[src/rtl/duty_button_conditioner_pkg.sv]
// Shared types and default constants for the duty-cycle button front end.
// State encodings and defaults are also used by the PWM stage build switch.
package duty_button_conditioner_pkg;

    typedef enum logic [2:0] {
        ST_IDLE    = 3'd0,
        ST_CONFIRM = 3'd1,
        ST_HELD    = 3'd2,
        ST_REPEAT  = 3'd3,
        ST_RELEASE = 3'd4
    } btn_state_e;

    localparam int DEF_TICK_DIV       = 4;
    localparam int DEF_STABLE_SAMPLES = 3;
    localparam int DEF_REPEAT_DELAY   = 8;
    localparam int DEF_REPEAT_RATE    = 2;
    localparam int DEF_REPEAT_EN      = 1;

    function automatic int max3(int a, int b, int c);
        int m;
        m = (a > b) ? a : b;
        return (m > c) ? m : c;
    endfunction

endpackage

[src/rtl/duty_button_conditioner_if.sv]
// Raw button inputs and conditioned step outputs of the button front end.
// The master side drives the buttons; the slave side is the conditioner.
interface duty_button_conditioner_if;

    logic btn_inc_raw;
    logic btn_dec_raw;
    logic inc_pulse;
    logic dec_pulse;
    logic inc_held;
    logic dec_held;

    modport master (
        output btn_inc_raw, btn_dec_raw,
        input  inc_pulse, dec_pulse, inc_held, dec_held
    );

    modport slave (
        input  btn_inc_raw, btn_dec_raw,
        output inc_pulse, dec_pulse, inc_held, dec_held
    );

endinterface

[src/rtl/duty_button_conditioner_button_channel.sv]
// One button: 2-FF synchroniser, tick-rate debounce FSM and auto-repeat.
// req is a one-tick step request; held is the registered debounced level.
module button_channel
    import duty_button_conditioner_pkg::*;
#(
    parameter int STABLE_SAMPLES = DEF_STABLE_SAMPLES,
    parameter int REPEAT_DELAY   = DEF_REPEAT_DELAY,
    parameter int REPEAT_RATE    = DEF_REPEAT_RATE,
    parameter int REPEAT_EN      = DEF_REPEAT_EN
) (
    input  logic clk,
    input  logic reset,
    input  logic tick,
    input  logic btn_raw,
    output logic req,
    output logic held
);

    localparam int CW =
        $clog2(max3(STABLE_SAMPLES, REPEAT_DELAY, REPEAT_RATE)) + 1;
    typedef logic [CW-1:0] cnt_t;

    localparam cnt_t SS_C = cnt_t'(STABLE_SAMPLES);
    localparam cnt_t RD_C = cnt_t'(REPEAT_DELAY);
    localparam cnt_t RR_C = cnt_t'(REPEAT_RATE);

    // A single-sample debounce skips the CONFIRM and RELEASE states.
    localparam bit         ONE_SMP = (STABLE_SAMPLES == 1);
    localparam btn_state_e PRS_ST  = ONE_SMP ? ST_HELD : ST_CONFIRM;
    localparam btn_state_e REL_ST  = ONE_SMP ? ST_IDLE : ST_RELEASE;
    localparam cnt_t       ENT_CNT = ONE_SMP ? cnt_t'(0) : cnt_t'(1);

    logic [1:0] sync_q;
    logic       samp;
    btn_state_e state_q, state_d;
    cnt_t       cnt_q, cnt_d, cnt_inc;
    logic       held_q;

    assign samp    = sync_q[1];
    assign cnt_inc = cnt_q + cnt_t'(1);

    always_ff @(posedge clk) begin
        if (reset) begin
            sync_q  <= 2'b00;
            state_q <= ST_IDLE;
            cnt_q   <= '0;
            held_q  <= 1'b0;
        end else begin
            sync_q  <= {sync_q[0], btn_raw};
            state_q <= state_d;
            cnt_q   <= cnt_d;
            held_q  <= state_d inside {ST_HELD, ST_REPEAT, ST_RELEASE};
        end
    end

    always_comb begin
        state_d = state_q;
        cnt_d   = cnt_q;
        if (tick) begin
            unique case (state_q)
                ST_IDLE: begin
                    if (samp) begin
                        state_d = PRS_ST;
                        cnt_d   = ENT_CNT;
                    end
                end
                ST_CONFIRM: begin
                    if (!samp) begin
                        state_d = ST_IDLE;
                        cnt_d   = '0;
                    end else if (cnt_inc == SS_C) begin
                        state_d = ST_HELD;
                        cnt_d   = '0;
                    end else begin
                        cnt_d = cnt_inc;
                    end
                end
                ST_HELD: begin
                    if (!samp) begin
                        state_d = REL_ST;
                        cnt_d   = ENT_CNT;
                    end else if (REPEAT_EN != 0 && cnt_inc == RD_C) begin
                        state_d = ST_REPEAT;
                        cnt_d   = '0;
                    end else if (cnt_inc != RD_C) begin
                        cnt_d = cnt_inc;
                    end
                end
                ST_REPEAT: begin
                    if (!samp) begin
                        state_d = REL_ST;
                        cnt_d   = ENT_CNT;
                    end else if (cnt_inc == RR_C) begin
                        cnt_d = '0;
                    end else begin
                        cnt_d = cnt_inc;
                    end
                end
                ST_RELEASE: begin
                    if (samp) begin
                        state_d = ST_HELD;
                        cnt_d   = '0;
                    end else if (cnt_inc == SS_C) begin
                        state_d = ST_IDLE;
                        cnt_d   = '0;
                    end else begin
                        cnt_d = cnt_inc;
                    end
                end
                default: begin
                    state_d = ST_IDLE;
                    cnt_d   = '0;
                end
            endcase
        end
    end

    always_comb begin
        req  = 1'b0;
        held = held_q;
        if (tick && samp) begin
            unique case (state_q)
                ST_IDLE:    req = ONE_SMP;
                ST_CONFIRM: req = (cnt_inc == SS_C);
                ST_HELD:    req = (REPEAT_EN != 0) && (cnt_inc == RD_C);
                ST_REPEAT:  req = (cnt_inc == RR_C);
                default:    req = 1'b0;
            endcase
        end
    end

endmodule

[src/rtl/duty_button_conditioner.sv]
// Button front end of the PWM duty controller: shared sample-tick prescaler,
// two debounced channels, opposite-step lockout and registered step pulses.
module duty_button_conditioner
    import duty_button_conditioner_pkg::*;
#(
    parameter int TICK_DIV       = DEF_TICK_DIV,
    parameter int STABLE_SAMPLES = DEF_STABLE_SAMPLES,
    parameter int REPEAT_DELAY   = DEF_REPEAT_DELAY,
    parameter int REPEAT_RATE    = DEF_REPEAT_RATE,
    parameter int REPEAT_EN      = DEF_REPEAT_EN
) (
    input logic                       clk,
    input logic                       reset,
    duty_button_conditioner_if.slave  bus
);

    localparam int PW = $clog2(TICK_DIV);
    typedef logic [PW-1:0] pre_t;

    pre_t pre_q;
    logic tick;
    logic req_inc, req_dec;
    logic inc_pulse_q, dec_pulse_q;

    assign tick = (pre_q == pre_t'(TICK_DIV - 1));

    // Simultaneous opposite requests cancel; channels keep advancing.
    always_ff @(posedge clk) begin
        if (reset) begin
            pre_q       <= '0;
            inc_pulse_q <= 1'b0;
            dec_pulse_q <= 1'b0;
        end else begin
            pre_q       <= tick ? '0 : pre_q + pre_t'(1);
            inc_pulse_q <= req_inc & ~req_dec;
            dec_pulse_q <= req_dec & ~req_inc;
        end
    end

    button_channel #(
        .STABLE_SAMPLES (STABLE_SAMPLES),
        .REPEAT_DELAY   (REPEAT_DELAY),
        .REPEAT_RATE    (REPEAT_RATE),
        .REPEAT_EN      (REPEAT_EN)
    ) u_inc (
        .clk     (clk),
        .reset   (reset),
        .tick    (tick),
        .btn_raw (bus.btn_inc_raw),
        .req     (req_inc),
        .held    (bus.inc_held)
    );

    button_channel #(
        .STABLE_SAMPLES (STABLE_SAMPLES),
        .REPEAT_DELAY   (REPEAT_DELAY),
        .REPEAT_RATE    (REPEAT_RATE),
        .REPEAT_EN      (REPEAT_EN)
    ) u_dec (
        .clk     (clk),
        .reset   (reset),
        .tick    (tick),
        .btn_raw (bus.btn_dec_raw),
        .req     (req_dec),
        .held    (bus.dec_held)
    );

    assign bus.inc_pulse = inc_pulse_q;
    assign bus.dec_pulse = dec_pulse_q;

endmodule

[src/flat_wrapper.sv]
// flat-port wrapper written by rule: the top's interface ports become plain ports
module duty_button_conditioner_flat import duty_button_conditioner_pkg::*;
#(
    parameter int TICK_DIV       = DEF_TICK_DIV,
    parameter int STABLE_SAMPLES = DEF_STABLE_SAMPLES,
    parameter int REPEAT_DELAY   = DEF_REPEAT_DELAY,
    parameter int REPEAT_RATE    = DEF_REPEAT_RATE,
    parameter int REPEAT_EN      = DEF_REPEAT_EN
)
  (clk, reset, bus_btn_inc_raw, bus_btn_dec_raw, bus_inc_pulse, bus_dec_pulse, bus_inc_held, bus_dec_held);
  duty_button_conditioner_if bus_i ();
  input logic clk;
  input logic reset;
  input wire logic [$bits(bus_i.btn_inc_raw)-1:0] bus_btn_inc_raw;
  input wire logic [$bits(bus_i.btn_dec_raw)-1:0] bus_btn_dec_raw;
  output wire logic [$bits(bus_i.inc_pulse)-1:0] bus_inc_pulse;
  output wire logic [$bits(bus_i.dec_pulse)-1:0] bus_dec_pulse;
  output wire logic [$bits(bus_i.inc_held)-1:0] bus_inc_held;
  output wire logic [$bits(bus_i.dec_held)-1:0] bus_dec_held;
  assign bus_i.btn_inc_raw = bus_btn_inc_raw;
  assign bus_i.btn_dec_raw = bus_btn_dec_raw;
  assign bus_inc_pulse = bus_i.inc_pulse;
  assign bus_dec_pulse = bus_i.dec_pulse;
  assign bus_inc_held = bus_i.inc_held;
  assign bus_dec_held = bus_i.dec_held;
  duty_button_conditioner #(.TICK_DIV(TICK_DIV), .STABLE_SAMPLES(STABLE_SAMPLES), .REPEAT_DELAY(REPEAT_DELAY), .REPEAT_RATE(REPEAT_RATE), .REPEAT_EN(REPEAT_EN)) u_core (.clk(clk), .reset(reset), .bus(bus_i));
endmodule
[config.mk]
export PLATFORM = sky130hd
export DESIGN_NAME = duty_button_conditioner_flat
export DESIGN_NICKNAME = d
export VERILOG_FILES = /design/src/rtl/duty_button_conditioner_pkg.sv /design/src/rtl/duty_button_conditioner_if.sv /design/src/rtl/duty_button_conditioner_button_channel.sv /design/src/rtl/duty_button_conditioner.sv /design/src/flat_wrapper.sv
export SDC_FILE = /design/constraint.sdc
export NUM_CORES = 1
export LEC_CHECK = 0
export CAP_MARGIN = 0
export CORE_ASPECT_RATIO = 1.4
export CORE_MARGIN = 3
export CORE_UTILIZATION = 55
export CTS_BUF_LIST = sky130_fd_sc_hd__clkbuf_4 sky130_fd_sc_hd__clkbuf_8 sky130_fd_sc_hd__clkbuf_16
export CTS_CLUSTER_SIZE = 28
export DETAILED_ROUTE_END_ITERATION = 6
export PLACE_DENSITY = 0.79
export SLEW_MARGIN = 30
export SYNTH_ARGS = -nofsm -noshare
export SYNTH_HDL_FRONTEND = slang
export SYNTH_SLANG_ARGS = --single-unit
[constraint.sdc]
create_clock -name clk -period 5.53 [get_ports clk]
set_input_delay 1.3825 -clock clk [delete_from_list [all_inputs] [get_ports clk]]
set_output_delay 1.3825 -clock clk [all_outputs]
set_load 0.05 [all_outputs]
==> impl_metrics.yaml <==
critical_path:
  worst_path_max_delay_cell: "clkdlybuf4s50_1"
  critical_path_required_ns: 5.70
  crit_buf_inv: 1
  crit_start: "reset"
  r2r_slack_ns: 3.10
  cp-end-kind: "flop"
  reg2reg_depth: 5
  endpoint: "u_core.u_dec.held"
  crit_chain: "clkdlybuf4s50_1, or3b_1, o31ai_1"
  cp_data_arrival_time_ns: 2.94
  worstSetupPathDepth: 3
  r2r-end: "u_core.u_dec.held"
  critPathMaxFanout: 27
  r2r_start: "u_core.pre_q[0]"
  critical_path_class: "input port to flop"
  path_delay_family: "buffers and inverters"
  cpPeakStageDelay_ns: 0.90
  start_kind: "input port"
synth:
  synth_top_cell_by_area: "dfxtp_1"
  synthFlopType: "dfxtp_1"
  synth-seq-cells: 24
  yosys-top-cells-area: "dfxtp_1 29%, ha_1 6.0%, a21oi_1 5.1%"
  synth_edf_count: 0
  synthArstFlopShare: 0
  synth_area_per_cell_sq_um: 8.127
  synth_area_sq_um: 1674
  synth_xor_area_frac: 0
  synth_top_family_by_area: "simple AND/OR/NAND/NOR gates"
  synthSimpleGateAreaFrac: 0.3049
  synth_seq_area_share: 0.2870
  yosys.area.top_type_share: 0.2870
  synth.area.mux_share: 0
  synth_fa_ha_area_frac: 0.05979
  synth_fp_nets: 218
  synth_compound_area_frac: 0.2907
  netlist-cell-type-count: 51
  postSynthCellCount: 206
  yosysWarnings: 0
timing:
  hold_viol: 0
  relSlewSlack: 0.3570
  setup_viol: 0
  worst_pin_slew_ns: 0.9614
  final.setup.tns_ns: 0
  finalCriticalPeriod_ns: 2.772
  drv_slew: 0
  max_freq_ghz: 0.3607
  finalCritPeriodShare: 0.5013
  clock_skew_ns: 0.001494
  rsz0062_at_grt: "false"
detailed_routing:
  ant_nets: 0
  drcViolationCount: 0
  wl_per_cell_um: 16.03
  vias: 1543
  drt_wl_total_mm: 3.832
  first_iter_violations: 68
  first_pass_iters: 4
  avgViaCountPerCell: 6.456
hold_path:
  hp-class: "flop to flop"
  whs_path_depth: 1
global_routing:
  grtUsageTotal: 0.2197
  first_global_vias: 1461
  gr-usage-met2: 0.4006
  antenna_found_initial: 0
  grt_max_degree: 28
  grt_use_met3: 0.02495
  grt_overflow: 0
  grt_busiest_layer: "met2"
  grt_pass1_wl_mm: 6.396
  grt.met1_usage: 0.2428
clocking:
  ctsHoldBuffers: 0
  clkTransAtPathRegs_ns: 0.09
  htreeDepth: 1
  cts_resized: 0
  clkSinkCount: 24
  clock-root-buffer: "clkbuf_8"
  cts_buffer_depth: 2
  cts_buffers: 3
  cts_tree: "yes"
  post-cts-setup-buffers: 0
  clock_latency_ns: 0.26
die:
  dieWidth_um: 52.63
  die_h_um: 71.28
  initial_utilization: 0.5817
  dieArea_sq_um: 3751
  rows: 23
  core_area_sq_um: 2878
  io_pins: 8
layout:
  nNetsFinal: 215
  synthToLayoutAreaGrowth_pct: 7.474
  num_antenna_cells: 0
  fillers: 257
  fin_cells: 239
  drive_above_1_share: 0.07921
power_and_ir_drop:
  ir_worst_vdd_mv: 0.1527
  powerDensity_nw_per_um2: 200.5
  leakagePower_uw: 0.0005467
run_status:
  status: "finished, final reports clean"
placement:
  numPortBuffers: 7
  gp_congestion: 0.9101
  dpl.cell_count: 235
  place_hpwl_mm: 2.829
job:
  drv_cap: 0
## power by group
group / internal [uW] / switching (uW) / total, uW / leakage, uW
logic: 10.2 / 16.4 / 26.6 / 0.000316
clock network: 96.7 / 56.2 / 153 / 0.0000357
registers: 177 / 4.34 / 181 / 0.000195
## how the worst min path moves through the flow
stage	start	endpoint
2_1_floorplan	u_core.pre_q[0]	u_core.pre_q[0]
4_1_cts	u_core.pre_q[0]	u_core.pre_q[0]
6_report	u_core.pre_q[0]	u_core.pre_q[0]
5_1_grt	u_core.u_inc.sync_q[0]	u_core.u_inc.sync_q[1]
3_5_place_dp	u_core.pre_q[0]	u_core.pre_q[0]
3_3_place_gp	u_core.u_inc.sync_q[0]	u_core.u_inc.sync_q[1]
## cells in the final DEF, fill, tap and decap left out, drive strengths merged, types with 5 or more instances in the layout
cell type	synthesis	routed
nand3	10	10
o21ai	10	10
clkdlybuf4s50	0	7
nor2b	8	8
nand2	12	12
a21oi	17	17
nor3	10	10
nor2	16	16
ha	8	8
inv	9	9
dfxtp	24	24
nor4b	5	5
## synthesized netlist by cell type (2+ instances only)
cell and n:
nor3b_1 3, inv_1 9, buf_2 4, a22oi_1 3, o31ai_1 4, a221oi_1 3
a311oi_1 2, nand3b_1 3, clkbuf_1 10, nor4bb_1 2, ha_1 8, o211ai_1 3
nand2_1 12, o21ai_0 9, a41o_1 2, a211oi_1 2, and2_1 3, nand2b_1 3
a21oi_1 17, nor4b_1 2, a31oi_1 2, a21o_1 3, nor4b_2 2, nor3_1 10
nor2_1 16, nor2b_1 8, dfxtp_1 24, nor4_1 4, or3_1 2, nand3_1 10
## area by class of cell
type	count	area, sq um	share of cell area
clock buffers	3	41.29	0.02295
clock inverters	1	30.03	0.01669
inverters	9	33.78	0.01878
multi-input cells	158	1097	0.6099
flip-flops and latches	24	480.5	0.2670
well taps	37	46.29	0.02573
repair buffers	7	70.07	0.03894
## per-layer routing
metal | vias to the layer above | wire [um]
met4 | 0 | 93
met3 | 8 | 105
li1 | 763 | -
met1 | 733 | 1536
met2 | 39 | 2096
met5 | - | 0
## per-stage QoR
step                total power [uW]  cell area [sq um]  utilization  hold WS, ns  worst slack, ns
global route                   374.8               1799       0.6252       0.4596            2.694
detailed placement             211.6               1728       0.6004       0.4315            2.505
global placement               210.1               1728       0.6004       0.4150            2.582
CTS                            365.4               1799       0.6252       0.4443            2.751
finish                         360.7               1799       0.6252       0.4415            2.758
floorplan                      204.3               1674            -       0.4084            3.279
## state kept, by name (all words and copies together), names as in the netlist, 2 cells and up
signal and flops:
u_core.pre_q 2, u_core.u_dec.sync_q 2, u_core.u_inc.cnt_q 4, u_core.u_inc.sync_q 2, u_core.u_dec.state_q 3, u_core.u_inc.state_q 3
u_core.u_dec.cnt_q 4
## kinds of logic (layout without fill, tap and decap cells)
family | count (synthesis) | after routing
buf+inv | 24 | 20
simple gates | 86 | 86
fa+ha+maj | 8 | 8
flops | 24 | 24
compound gates | 64 | 64
Power figures use the tool's default switching activity.
